`config.mk`:
```
export PLATFORM = sky130hd
export DESIGN_NAME = float_muldiv
export DESIGN_NICKNAME = d
export VERILOG_FILES = /design/src/rtl/float_muldiv.sv
export SDC_FILE = /design/constraint.sdc
export NUM_CORES = 1
export LEC_CHECK = 0
export CAP_MARGIN = 20
export CORE_MARGIN = 2
export CORE_UTILIZATION = 57
export CTS_BUF_LIST = sky130_fd_sc_hd__clkbuf_4 sky130_fd_sc_hd__clkbuf_8
export DETAILED_ROUTE_END_ITERATION = 10
export GPL_TIMING_DRIVEN = 0
export PLACE_DENSITY = 0.79
export SYNTH_ARGS = -nofsm -noshare
export SYNTH_HDL_FRONTEND = slang
export SYNTH_SLANG_ARGS = --single-unit
```
`constraint.sdc`:
```
create_clock -name in_clk -period 3.6 [get_ports in_clk]
set_clock_uncertainty 0.05 [all_clocks]
set_input_delay 0.36 -clock in_clk [delete_from_list [all_inputs] [get_ports in_clk]]
set_output_delay 0.36 -clock in_clk [all_outputs]
set_load 0.01 [all_outputs]
```
`src/rtl/float_muldiv.sv`:
```
// Iterative floating-point multiplier/divider.
// The format is sign | exponent | mantissa with a hidden leading 1.
// One mantissa bit is resolved per cycle: shift-add for multiply and restoring division for divide.
// Every operation takes the same fixed number of cycles from start to DONE.
module float_muldiv #(
   parameter int BITS     = 16,
   parameter int EXP_BITS = 5
) (
   input  logic            in_clk,
   input  logic            in_rst,
   input  logic [BITS-1:0] in_a,
   input  logic [BITS-1:0] in_b,
   input  logic            in_op,
   input  logic            in_start,
   output logic            out_finished,
   output logic [BITS-1:0] out_result,
   output logic            out_overflow,
   output logic            out_underflow,
   output logic            out_div_zero
);

   localparam int M     = BITS - 1 - EXP_BITS;
   localparam int EW    = EXP_BITS + 2;
   localparam int CNT_W = $clog2(M + 3);

   localparam logic signed [EW-1:0] BIAS     = EW'((1 << (EXP_BITS - 1)) - 1);
   localparam logic signed [EW-1:0] EXP_MAX  = EW'((1 << EXP_BITS) - 1);
   localparam logic signed [EW-1:0] EXP_ZERO = '0;
   localparam logic signed [EW-1:0] EXP_ONE  = EW'(1);
   localparam logic [CNT_W-1:0]     CNT_LAST = CNT_W'(M + 1);
   localparam logic [CNT_W-1:0]     CNT_MUL  = CNT_W'(M);

   typedef enum logic [2:0] {IDLE, PREP, ITER, NORM, DONE} state_t;

   state_t state, state_nx;
   logic   cap_en, prep_en, iter_en, norm_en;

   // Operands captured at start.
   logic [BITS-1:0] a_q, b_q;
   logic            op_q;

   // Working registers for the unpacked operation.
   logic                   sign_q, zero_a_q, zero_b_q;
   logic signed [EW-1:0]   exp_q;
   logic [CNT_W-1:0]       cnt_q;
   logic [M+1:0]           acc_q;
   logic [M:0]             mplier_q;
   logic [M+2:0]           rem_q;
   logic [M+1:0]           quo_q;

   logic signed [EW-1:0]   exp_a, exp_b;
   logic [M:0]             man_a, man_b;
   logic [M+1:0]           acc_sum;
   logic [M+2:0]           div_sub;
   logic                   div_ge;
   logic [M-1:0]           mant_n;
   logic signed [EW-1:0]   exp_n;
   logic [BITS+2:0]        pack_n;

   // Pack a normalised value, saturating to infinity or flushing to zero; result is {ovf, unf, word}.
   function automatic logic [BITS+1:0] saturate(input logic sgn,
                                                input logic signed [EW-1:0] e,
                                                input logic [M-1:0] mant);
      if (e >= EXP_MAX)
         return {2'b10, sgn, EXP_MAX[EXP_BITS-1:0], {M{1'b0}}};
      else if (e <= EXP_ZERO)
         return {2'b01, sgn, {(BITS-1){1'b0}}};
      else
         return {2'b00, sgn, e[EXP_BITS-1:0], mant};
   endfunction

   assign exp_a   = $signed({2'b00, a_q[BITS-2:M]});
   assign exp_b   = $signed({2'b00, b_q[BITS-2:M]});
   assign man_a   = {1'b1, a_q[M-1:0]};
   assign man_b   = {1'b1, b_q[M-1:0]};
   assign acc_sum = acc_q + (mplier_q[0] ? {1'b0, man_a} : '0);
   assign div_ge  = (rem_q >= {2'b00, man_b});
   assign div_sub = rem_q - {2'b00, man_b};

   // State register; reset returns to IDLE from anywhere, abandoning any running operation.
   always_ff @(posedge in_clk) begin
      if (in_rst) state <= IDLE;
      else        state <= state_nx;
   end

   // Next-state logic; DONE waits for start to drop so a held start cannot retrigger.
   always_comb begin
      state_nx = state;
      case (state)
         IDLE:    if (in_start) state_nx = PREP;
         PREP:    state_nx = ITER;
         ITER:    if (cnt_q == CNT_LAST) state_nx = NORM;
         NORM:    state_nx = DONE;
         DONE:    if (!in_start) state_nx = IDLE;
         default: state_nx = IDLE;
      endcase
   end

   // Per-state datapath enables and the finished strobe.
   always_comb begin
      cap_en       = (state == IDLE) && in_start;
      prep_en      = (state == PREP);
      iter_en      = (state == ITER);
      norm_en      = (state == NORM);
      out_finished = (state == DONE);
   end

   // Datapath: capture, unpack, then one mantissa bit per cycle.
   always_ff @(posedge in_clk) begin
      // capture stage
      if (cap_en) begin
         a_q  <= in_a;
         b_q  <= in_b;
         op_q <= in_op;
      end
      // unpack stage
      if (prep_en) begin
         sign_q   <= a_q[BITS-1] ^ b_q[BITS-1];
         zero_a_q <= (a_q[BITS-2:M] == '0);
         zero_b_q <= (b_q[BITS-2:M] == '0);
         exp_q    <= op_q ? (exp_a - exp_b + BIAS) : (exp_a + exp_b - BIAS);
         cnt_q    <= '0;
         acc_q    <= '0;
         mplier_q <= man_b;
         rem_q    <= {2'b00, man_a};
         quo_q    <= '0;
      end
      // iteration stage
      if (iter_en) begin
         cnt_q <= cnt_q + CNT_W'(1);
         if (!op_q) begin
            // The accumulator keeps product bits [2M+1:M]; the bits that are shifted out below can never carry back up.
            // The last multiplier bit is added without a shift.
            // The final spare cycle adds nothing, because the multiplier is then all zeros.
            acc_q    <= (cnt_q < CNT_MUL) ? (acc_sum >> 1) : acc_sum;
            mplier_q <= mplier_q >> 1;
         end else begin
            rem_q <= div_ge ? (div_sub << 1) : (rem_q << 1);
            quo_q <= {quo_q[M:0], div_ge};
         end
      end
   end

   // Normalise by at most one place; the leftover bits are dropped, so the result is truncated.
   always_comb begin
      mant_n = '0;
      exp_n  = exp_q;
      if (!op_q) begin
         if (acc_q[M+1]) begin
            mant_n = acc_q[M:1];
            exp_n  = exp_q + EXP_ONE;
         end else begin
            mant_n = acc_q[M-1:0];
         end
      end else begin
         if (quo_q[M+1]) begin
            mant_n = quo_q[M:1];
         end else begin
            mant_n = quo_q[M-1:0];
            exp_n  = exp_q - EXP_ONE;
         end
      end
   end

   // Special operands take precedence over range saturation; the result is {ovf, unf, div_zero, word}.
   always_comb begin
      pack_n = '0;
      if (op_q && zero_b_q)
         pack_n = {3'b001, sign_q, EXP_MAX[EXP_BITS-1:0], {M{1'b0}}};
      else if (zero_a_q || zero_b_q)
         pack_n = {3'b000, sign_q, {(BITS-1){1'b0}}};
      else
         pack_n = {saturate(sign_q, exp_n, mant_n)[BITS+1:BITS], 1'b0,
                   saturate(sign_q, exp_n, mant_n)[BITS-1:0]};
   end

   // Result and status registers, loaded only on the way into DONE.
   always_ff @(posedge in_clk) begin
      if (in_rst) begin
         out_result    <= '0;
         out_overflow  <= 1'b0;
         out_underflow <= 1'b0;
         out_div_zero  <= 1'b0;
      end else if (norm_en) begin
         {out_overflow, out_underflow, out_div_zero, out_result} <= pack_n;
      end
   end

endmodule

```
==> metrics.md, run 1 <==
| Metric | Value |
|---|---|
| Status | `finished, final reports clean` |
| GPL Wtd Cong | `~0.95` |
| Initial Util | `roughly 58%` |
| R2R setup slack | `0.50 ns` |
| P_leak | `between 3 and 4 nW` |
| Net Sw Power | `between 1.5 and 2 mW` |
| Syn_area_per_cell | `9.07 um2` |
| I/O pin count | `56` |
| RR Endpoint | `rem_q[7]` |
| Worst Setup End Kind | `flop` |
| Max FO, Critical Path | `10` |
| Final Hold Viols | `0` |
| Crit-path slowest cell | `a31oi_1` |
| Hold Slack | `about 0.40 ns` |
| DR WL/cell | `~16 um` |
| # clock sinks | `117` |
| First-pass GRT wire length | `25.3 mm` |
| # Post-CTS Setup Buffers | `0` |
| Hold Path Origin | `in_a[9]` |
| Fin crit share | `between 80% and 90%` |
| Layout cells sized above 1 | `roughly 7.8%` |
| Commonest non-fill, non-tap cell in the layout | `nand2_1` |
| Met3 WL post-DR | `just over 900 um` |
| Pint | `around 3.1 mW` |
| Switch share | `between 30 and 40%` |
| Final instance area | `around 0.0079 mm2` |
| Vias | `5700` |
| Met1 wire length | `6.52 mm` |
| Unrepaired setup endpoints after global routing | `no` |
| # diodes | `0` |
| Hold Path End | `a_q[9]` |
| DR vias/cell | `between 5 and 6` |
| Final Max Tran Viols | `0` |
| Reg2Reg Depth | `9` |
| Sequential power share | `roughly 37%` |
| WS Path Type | `reg -> reg` |
| Synth Area in Simple Gates | `about a fifth` |
| Initial DRC count | `approximately 370` |
| Post-synth cell types | `62` |
| Top Metal Used | `met4` |
| Compound-cell area share of the yosys netlist | `17.8%` |
| Final ANT Viol Nets | `0` |
| Clock root buffer master | `clkbuf_8` |
| Global router's overall resource usage | `about a quarter` |
| Setup TNS | `0 ns` |
| Rows | `39` |
| Die width | `between 100 and 150 um` |
| Most frequent cells in the layout | `116 x nand2_1, 70 x dfxtp_1, 58 x nor2_1` |
| Worst-margin pin slew | `between 0.9 and 1 ns` |
| Peak supply drop | `a little under 0.0006 V` |
| Final setup fails | `0` |
| First-pass iteration count of the detailed router | `6` |
| Worst r2r src | `b_q[1]` |
| Post-route DRC | `0` |
| Hold Path Depth | `1` |
| Adder-cell share of the synthesized area | `between 8 and 9%` |
| Placed Instance Area | `0.00740 mm2` |
| Num CTS Buffers | `17` |
| # H-tree levels | `4` |
| Crit path time final | `around 3.1 ns` |
| Post-synthesis cell count | `733` |
| CTS tree | `done` |
| Comb power frac | `between 30% and 40%` |
| Clk network pwr share | `between 30% and 40%` |
| Placeable Area | `0.0114 mm2` |
| Mux contribution to synthesized area | `about 4.4%` |
| IO Port Bufs | `between 50 and 60` |
| Post-synth EDFFs | `between 40 and 50` |
| Die Area | `approximately 0.013 mm2` |
| Routed length on met2 | `between 7 and 8 mm` |
| Synth warn | `0` |
| Asr flop ratio synth | `0%` |
| Syn Std Cell Area | `between 0.006 and 0.007 mm2` |
| Congestion Overflow GR | `0` |
| Yosys reg bits | `about 120` |
| Vias in the first global route | `about 5.5k` |
| Max incr delay on CP | `0.59 ns` |
| Final WL | `between 15 and 20 mm` |
| Cts repair resizes | `0` |
| Net Count, Synth | `812` |
| Dominant synthesized flop cell | `dfxtp_1` |
| Critical path required time | `roughly 3.9 ns` |
| Die H | `between 100 and 150 um` |
| WP data arrival | `3.39 ns` |
| Cells along the critical path | `inv_1 > ha_1 > nor2b_1 > o2111ai_1 > nand4b_1 > a31oi_1 > clkbuf_1 > a22oi_1 > o31a_1` |
| Slew margin rel. | `about a third` |
| Clk pin slew, worst setup/hold paths | `roughly 0.07 ns` |
| Seq/Total Area, Yosys | `between 40% and 50%` |
| Post-synthesis xor/xnor area fraction | `between 3 and 4%` |
| Dpl hpwl | `about 12 mm` |
| Power Dens Cells | `600 mW/mm2` |
| Hold Crit Class | `in -> reg` |
| Area Overhead vs Synth | `18.6%` |
| FMAX | `between 300 and 400 MHz` |
| Final nets | `between 800 and 900` |
| Antenna violations before repair | `0` |
| Largest net degree at the start of global routing | `34` |
| Skew-Pair Late Insertion Delay | `approximately 0.46 ns` |
| Main combinational cell family by area after synthesis | `simple AND/OR/NAND/NOR gates` |
| Clk buf depth | `2` |
| Max_cap viols | `0` |
| Count of hold buffers inserted by post-cts repair | `0` |
| Crit path launch type | `flop` |
## worst max-delay path: cells and delay by family, from the launching register on
kind / cells / cell delay (ns)
buffers and inverters: 2 / 0.51
flip-flops: 1 / 0.44
AO/OA/AOI/OAI: 4 / 1.27
AND/OR/NAND/NOR: 2 / 0.43
adder cells (fa/ha/maj): 1 / 0.30
## cell families (layout without fill, tap and decap cells)
logic type	after synthesis	count (layout)
adders and majority gates	43	43
DFF	117	117
buffers and inverters	71	159
AOI/OAI and AO/OA	179	179
and+or+nand+nor	266	266
muxes	28	28
xor gates and xnor gates	29	29
## per-stage QoR
| step | power, mW | setup slack (ns) | utilization (%) | std cells |
|---|---|---|---|---|
| floorplan | 2.88 | 1.01 | - | 733 |
| global placement | 3.19 | 0.0487 | 64.6 | 931 |
| detailed placement | 3.26 | 0.573 | 64.8 | 932 |
| CTS | 4.71 | 0.559 | 69.0 | 964 |
| global route | 5.01 | 0.265 | 69.0 | 964 |
| finish | 4.72 | 0.498 | 69.0 | 964 |
## final cells by class
class / count / area (um2)
Clock buffer: 18 / 248
Fill cell: 955 / 3540
Tap cell: 143 / 179
Clock inverter: 14 / 229
Timing Repair Buffer: 56 / 571
Inverter: 36 / 135
Sequential cell: 117 / 2810
Buffer: 35 / 148
Multi-Input combinational cell: 545 / 3560
## synthesized netlist by cell type (10+ instances only)
cell type | instances | area, um2
o21ai_2 | 10 | 87.6
ha_1 | 39 | 488
xor2_1 | 10 | 87.6
clkbuf_1 | 26 | 97.6
o211ai_1 | 11 | 82.6
nand2_1 | 116 | 435
a21oi_1 | 46 | 230
a31oi_1 | 22 | 138
mux2_2 | 12 | 135
nand3_1 | 27 | 135
inv_1 | 36 | 135
o21ai_0 | 30 | 150
a21o_1 | 10 | 75.1
dfxtp_1 | 70 | 1400
mux2i_1 | 16 | 160
edfxtp_1 | 47 | 1410
and2_1 | 14 | 87.6
nor2_1 | 59 | 221
xnor2_1 | 19 | 166
## worst max-delay path by stage
stage / endpoint / cells past startpoint / slack (ns) / startpoint
after CTS: rem_q[7] / 9 / 0.56 / b_q[1]
after floorplan: out_result[0] / 9 / 1.01 / exp_q[0]
final: rem_q[7] / 9 / 0.50 / b_q[1]
after global placement: b_q[0] / 3 / 0.05 / in_start
after global routing: rem_q[7] / 9 / 0.27 / b_q[1]
after detailed placement: rem_q[7] / 9 / 0.57 / b_q[1]
## metal layers
metal	vias to the layer above	track usage, %
li1	2799	-
met1	2652	30.4
met2	195	42.4
met4	0	13.1
met5	-	0
met3	54	6.10
## registers in the layout, summed over array words and instances, names as in the netlist, 3 cells and up
signal and cells:
quo_q 12, b_q 16, rem_q 13, mplier_q 11
exp_q 7, cnt_q 4, out_result 16, a_q 16
acc_q 12, state 3
## power by group through the flow
| stage | registers [mW] | clock network [mW] | logic [mW] |
|---|---|---|---|
| 6_report | 1.74 | 1.45 | 1.54 |
| 5_1_grt | 1.76 | 1.53 | 1.72 |
| 4_1_cts | 1.73 | 1.46 | 1.52 |
| 3_5_place_dp | 1.76 | 0 | 1.51 |
| 3_3_place_gp | 1.75 | 0 | 1.44 |
| 2_1_floorplan | 1.71 | 0 | 1.17 |
Note: power is estimated with default switching activity, not from simulation.
==> inputs of run 2 (changes only) <==
CORE_ASPECT_RATIO = 0.75   (was not set)
==> metrics.md, run 2 (synthesis results as in run 1) <==
| Metric | Value |
|---|---|
| Status | `finished, final reports clean (unchanged)` |
| Peak supply drop | `0.000315 V (was 0.000582 V)` |
| Final Hold Viols | `0 (unchanged)` |
| Worst r2r src | `mplier_q[0] (was b_q[1])` |
| Die width | `129 um (was 112 um)` |
| Commonest non-fill, non-tap cell in the layout | `nand2_1 (unchanged)` |
| Max_cap viols | `0 (unchanged)` |
| Final ANT Viol Nets | `0 (unchanged)` |
| RR Endpoint | `acc_q[9] (was rem_q[7])` |
| Critical path required time | `3.87 ns (was 3.89 ns)` |
| DR WL/cell | `15.9 um (was 16.1 um)` |
| Max FO, Critical Path | `10 (unchanged)` |
| # H-tree levels | `4 (unchanged)` |
| Setup TNS | `0 ns (unchanged)` |
| IO Port Bufs | `55 (unchanged)` |
| Clk pin slew, worst setup/hold paths | `0.07 ns (about the same)` |
| Final WL | `15.3 mm (was 15.5 mm)` |
| First-pass iteration count of the detailed router | `5 (was 6)` |
| WS Path Type | `reg -> reg (unchanged)` |
| Initial DRC count | `497 (was 366)` |
| # clock sinks | `117 (unchanged)` |
| R2R setup slack | `0.54 ns (was 0.50 ns)` |
| Vias | `5659 (was 5700)` |
| Cts repair resizes | `0 (unchanged)` |
| Power Dens Cells | `598 mW/mm2 (was 600 mW/mm2)` |
| Initial Util | `57.9% (was 58.2%)` |
| GPL Wtd Cong | `0.906 (was 0.950)` |
| Fin crit share | `84.9% (was 86.2%)` |
| Congestion Overflow GR | `0 (unchanged)` |
| Final setup margin | `0.543 ns (was 0.498 ns)` |
| Worst Setup End Kind | `flop (unchanged)` |
| Worst-margin pin slew | `0.994 ns (was 0.973 ns)` |
| Hold Crit Class | `reg -> reg (was in -> reg)` |
| Crit path launch type | `flop (unchanged)` |
| Hold Path Depth | `2 (was 1)` |
| DR vias/cell | `5.87 (was 5.91)` |
| Dpl hpwl | `11.6 mm (was 11.8 mm)` |
| FMAX | `327 MHz (was 322 MHz)` |
| Unrepaired setup endpoints after global routing | `no (unchanged)` |
| Rows | `34 (was 39)` |
| # Post-CTS Setup Buffers | `0 (unchanged)` |
| First-pass GRT wire length | `25.1 mm (was 25.3 mm)` |
| Slew margin rel. | `33.6% (was 35.1%)` |
| Top Registers | `a_q (16), b_q (16), out_result (16) (unchanged)` |
| Global router's overall resource usage | `25.1% (was 25.3%)` |
| Most frequent cells in the layout | `116 x nand2_1, 70 x dfxtp_1, 58 x nor2_1 (unchanged)` |
| Final Max Tran Viols | `0 (unchanged)` |
| Area Overhead vs Synth | `18.0% (was 18.6%)` |
| Antenna violations before repair | `0 (unchanged)` |
| I/O pin count | `56 (unchanged)` |
| Reg2Reg Depth | `10 (was 9)` |
| Final setup fails | `0 (unchanged)` |
| Count of hold buffers inserted by post-cts repair | `0 (unchanged)` |
| Skew-Pair Late Insertion Delay | `0.43 ns (was 0.46 ns)` |
| Die H | `97.5 um (was 112 um)` |
| Clk buf depth | `2 (unchanged)` |
| Final nets | `886 (was 887)` |
| Largest net degree at the start of global routing | `34 (unchanged)` |
| WP data arrival | `3.33 ns (was 3.39 ns)` |
| CTS tree | `done (unchanged)` |
| Num CTS Buffers | `17 (unchanged)` |
| Dpl ws | `0.695 ns (was 0.573 ns)` |
| Clock root buffer master | `clkbuf_8 (unchanged)` |
| Post-route DRC | `0 (unchanged)` |
| # diodes | `0 (unchanged)` |
| P_leak | `3.12 nW (was 3.14 nW)` |
| Hold Path Origin | `out_div_zero (was in_a[9])` |
| Vias in the first global route | `5362 (was 5475)` |
| Hold Path End | `out_div_zero (was a_q[9])` |
| Crit path time final | `3.06 ns (was 3.10 ns)` |
| Layout cells sized above 1 | `7.68% (was 7.80%)` |
| Placeable Area | `0.0115 mm2 (was 0.0114 mm2)` |
| Die Area | `0.0125 mm2 (about the same)` |
==> run 2: cell types whose count changed in the layout (fill, tap and decap cells not counted) <==
| cell | delta |
|---|---|
| bufinv_16 | -1 |
| inv_6 | -1 |
| buf_12 | -1 |
| clkinv_2 | -2 |
| clkinvlp_4 | -1 |
| clkbuf_4 | +5 |
| inv_4 | -1 |
| clkinv_4 | +1 |
==> run 2: how the worst max path moves through the flow <==
stage	startpoint	to	slack (ns)	cells after the start
after detailed placement	mplier_q[0]	acc_q[9]	0.70	10
after CTS	mplier_q[0]	acc_q[9]	0.64	10
after global placement	in_start	b_q[8]	0.11	3
after floorplan	exp_q[0]	out_result[0]	1.01	9
final	mplier_q[0]	acc_q[9]	0.54	10
after global routing	b_q[1]	rem_q[9]	0.40	9
==> run 2: worst max-delay path, cell delays in order, from the launching register on <==
cell,delay [ns]
dfxtp_1,0.34
clkbuf_1,0.20
and2_1,0.22
ha_1,0.23
fa_1,0.42
a211oi_1,0.32
o21ai_0,0.23
a31oi_1,0.36
xor2_1,0.26
o22ai_1,0.11
a31o_2,0.21
==> run 2: layer usage <==
layer  track usage, %  share of wire (%)  vias up
li1                 -                  -     2797
met5                0                  0        -
met4             7.44                1.8        0
met1             35.0                 48     2687
met2             39.7                 45      150
met3             4.79                5.2       25
==> run 2: through the flow <==
step	cell area, um2	cells	utilization, %	hold slack [ns]	power [mW]
after floorplan	6650	733	-	0.381	2.88
after global placement	7380	932	64.2	0.389	3.20
after detailed placement	7380	932	64.3	0.403	3.27
after CTS	7850	964	68.3	0.411	4.67
after global routing	7850	964	68.3	0.416	4.95
final	7850	964	68.3	0.410	4.69
==> run 2: power breakdown <==
group,internal [mW],switching [mW]
sequential,1.58,0.162
combinational,0.643,0.898
clock,0.879,0.525
total,3.11,1.59
==> run 2: cell type report <==
| type | instances | area (um2) |
|---|---|---|
| Fill cell | 919 | 3640 |
| Multi-Input combinational cell | 545 | 3560 |
| Sequential cell | 117 | 2810 |
| Timing Repair Buffer | 55 | 551 |
| Clock buffer | 23 | 285 |
| Tap cell | 144 | 180 |
| Clock inverter | 9 | 175 |
| Buffer | 35 | 148 |
| Inverter | 36 | 135 |
==> inputs of run 3 (changes only) <==
CORE_UTILIZATION = 55   (was 57)
clock period = 2.7 ns   (was 3.6 ns; I/O delays follow)
==> metrics.md, run 3 (synthesis results as in run 1) <==
| Metric | Value |
|---|---|
| Status | `complete, but fails checks (was finished, final reports clean)` |
| Failing checks | `setup timing` |
| Hold Slack | `0.319 ns (was 0.410 ns)` |
| IO Port Bufs | `55 (unchanged)` |
| DR vias/cell | `5.90 (was 5.87)` |
| Commonest non-fill, non-tap cell in the layout | `nand2_1 (unchanged)` |
| Crit path time final | `2.73 ns (was 3.06 ns)` |
| Finished Core Util | `68.0% (was 68.3%)` |
| Die H | `99.2 um (was 97.5 um)` |
| Worst Setup End Kind | `flop (unchanged)` |
| Top Registers | `a_q (16), b_q (16), out_result (16) (unchanged)` |
| Clock root buffer master | `clkbuf_8 (unchanged)` |
| Post-route DRC | `0 (unchanged)` |
| Final setup fails | `1 (was 0)` |
| DR WL/cell | `16.4 um (was 15.9 um)` |
| Skew-Pair Late Insertion Delay | `0.45 ns (was 0.43 ns)` |
| CP endpoint | `acc_q[9] (unchanged)` |
| Rows | `34 (unchanged)` |
| Setup TNS | `-0.0308 ns (was 0 ns)` |
| Initial Util | `56.8% (was 57.9%)` |
| WS Path Type | `reg -> reg (unchanged)` |
| Cells along the critical path | `and2_1 > ha_1 > fa_2 > a211oi_2 > o21ai_1 > a31oi_1 > xor2_1 > o22ai_1 > a31o_2 (was clkbuf_1 > and2_1 > ha_1 > fa_1 > a211oi_1 > o21ai_0 > a31oi_1 > xor2_1 > o22ai_1 > a31o_2)` |
| Worst-margin pin slew | `0.982 ns (was 0.994 ns)` |
| # H-tree levels | `4 (unchanged)` |
| Clk buf depth | `2 (unchanged)` |
| Peak supply drop | `0.000420 V (was 0.000315 V)` |
| # diodes | `0 (unchanged)` |
| Crit path launch type | `flop (unchanged)` |
| Crit-path slowest cell | `edfxtp_1 (was fa_1)` |
| Max incr delay on CP | `0.43 ns (was 0.42 ns)` |
| Die Area | `0.0130 mm2 (was 0.0125 mm2)` |
| RR Endpoint | `acc_q[9] (unchanged)` |
| Largest net degree at the start of global routing | `34 (unchanged)` |
| First-pass GRT wire length | `25.7 mm (was 25.1 mm)` |
| Final Max Tran Viols | `0 (unchanged)` |
| Most frequent cells in the layout | `116 x nand2_1, 69 x dfxtp_1, 58 x nor2_1 (was 116 x nand2_1, 70 x dfxtp_1, 58 x nor2_1)` |
| Layout cells sized above 1 | `10.7% (was 7.68%)` |
| WP data arrival | `3.04 ns (was 3.33 ns)` |
| GPL Wtd Cong | `0.912 (was 0.906)` |
| WP depth | `9 (was 10)` |
| Fin crit share | `101% (was 84.9%)` |
| Power Dens Cells | `773 mW/mm2 (was 598 mW/mm2)` |
| Unrepaired setup endpoints after global routing | `yes (was no)` |
| Slew margin rel. | `34.4% (was 33.6%)` |
| Dpl hpwl | `11.8 mm (was 11.6 mm)` |
| Vias in the first global route | `5403 (was 5362)` |
| Antenna violations before repair | `0 (unchanged)` |
| Final Hold Viols | `0 (unchanged)` |
| CTS tree | `done (unchanged)` |
| Final WL | `16.1 mm (was 15.3 mm)` |
| Worst r2r src | `a_q[0] (was mplier_q[0])` |
| Reg2Reg Depth | `9 (was 10)` |
| Family with the most delay on the worst path | `compound AO/OA/AOI/OAI gates (unchanged)` |
| FMAX | `366 MHz (was 327 MHz)` |
| R2R setup slack | `-0.03 ns (was 0.54 ns)` |
| I/O pin count | `56 (unchanged)` |
| Hold Crit Class | `in -> reg (was reg -> reg)` |
| Initial DRC count | `433 (was 497)` |
| Crit path launch | `a_q[0] (was mplier_q[0])` |
| Area Overhead vs Synth | `19.7% (was 18.0%)` |
| CP bufs+invs | `0 (was 1)` |
| Final nets | `889 (was 886)` |
| # clock sinks | `117 (unchanged)` |
| Critical path required time | `3.00 ns (was 3.87 ns)` |
| First-pass iteration count of the detailed router | `5 (unchanged)` |
| Global router's overall resource usage | `25.5% (was 25.1%)` |
| Num CTS Buffers | `17 (unchanged)` |
| Vias | `5811 (was 5659)` |
| Max_cap viols | `0 (unchanged)` |
| Max FO, Critical Path | `3 (was 10)` |
| Final setup margin | `-0.0308 ns (was 0.543 ns)` |
| Die width | `131 um (was 129 um)` |
| Final ANT Viol Nets | `0 (unchanged)` |
| Congestion Overflow GR | `0 (unchanged)` |
| Placeable Area | `0.0117 mm2 (was 0.0115 mm2)` |
| P_leak | `3.14 nW (was 3.12 nW)` |
| Clk pin slew, worst setup/hold paths | `0.08 ns (was 0.07 ns)` |
==> run 3: worst min-delay path by stage <==
stage | start | to | slack, ns | cells after the start
2_1_floorplan | in_rst | state[0] | 0.30 | 1
3_3_place_gp | out_result[9] | out_result[9] | 0.39 | 2
3_5_place_dp | out_result[9] | out_result[9] | 0.39 | 2
4_1_cts | in_b[14] | b_q[14] | 0.30 | 1
5_1_grt | in_b[13] | b_q[13] | 0.30 | 1
6_report | in_b[13] | b_q[13] | 0.32 | 1
==> run 3: worst reg2reg max path, delay by kind of cell (launching register included) <==
family | cells | cell delay, ns
XOR/XNOR | 1 | 0.28
AO/OA/AOI/OAI | 5 | 1.04
flip-flops | 1 | 0.43
adder cells (fa/ha/maj) | 2 | 0.63
AND/OR/NAND/NOR | 1 | 0.22
==> run 3: repair_timing <==
item | 4_1_cts | 5_1_grt
cloned | 1 | 0
hold buffers | 0 | 0
setup endpoints to repair | 21 | 28
buffers inserted | 2 | 4
resized for setup | 7 | 17
pin swaps | 4 | 9
==> run 3: area by class of cell <==
cell class	count	area [um2]
flip-flops and latches	117	2810
clock inverters	9	100
plain buffers	31	126
repair buffers	61	596
inverters	36	135
well taps	162	203
clock buffers	23	304
fillers	907	3740
multi-input cells	546	3680
==> run 3: metrics by stage <==
step | setup slack, ns | cells | instance area (um2) | total power, mW
finish | -0.0308 | 985 | 7950 | 6.15
floorplan | 0.115 | 733 | 6650 | 3.84
global route | -0.117 | 985 | 7950 | 6.47
detailed placement | -0.217 | 950 | 7410 | 4.36
CTS | 0.00148 | 984 | 7860 | 6.01
global placement | -0.674 | 950 | 7400 | 4.27
==> run 3: power by group <==
| group | internal, mW | switching, mW |
|---|---|---|
| Sequential | 2.11 | 0.232 |
| Combinational | 0.911 | 1.25 |
| Clock | 0.929 | 0.710 |
| Total | 3.95 | 2.19 |
==> run 3: metal layers <==
layer  wire length [um]  vias to the layer above  global-route usage [%]  part of all wire (%)
li1                   -                     2795                       -                     -
met5                  0                        -                       0                     0
met1               7210                     2741                    35.3                    45
met2               7310                      233                    38.7                    45
met3               1190                       42                    5.92                   7.3
met4                442                        0                    10.3                   2.7
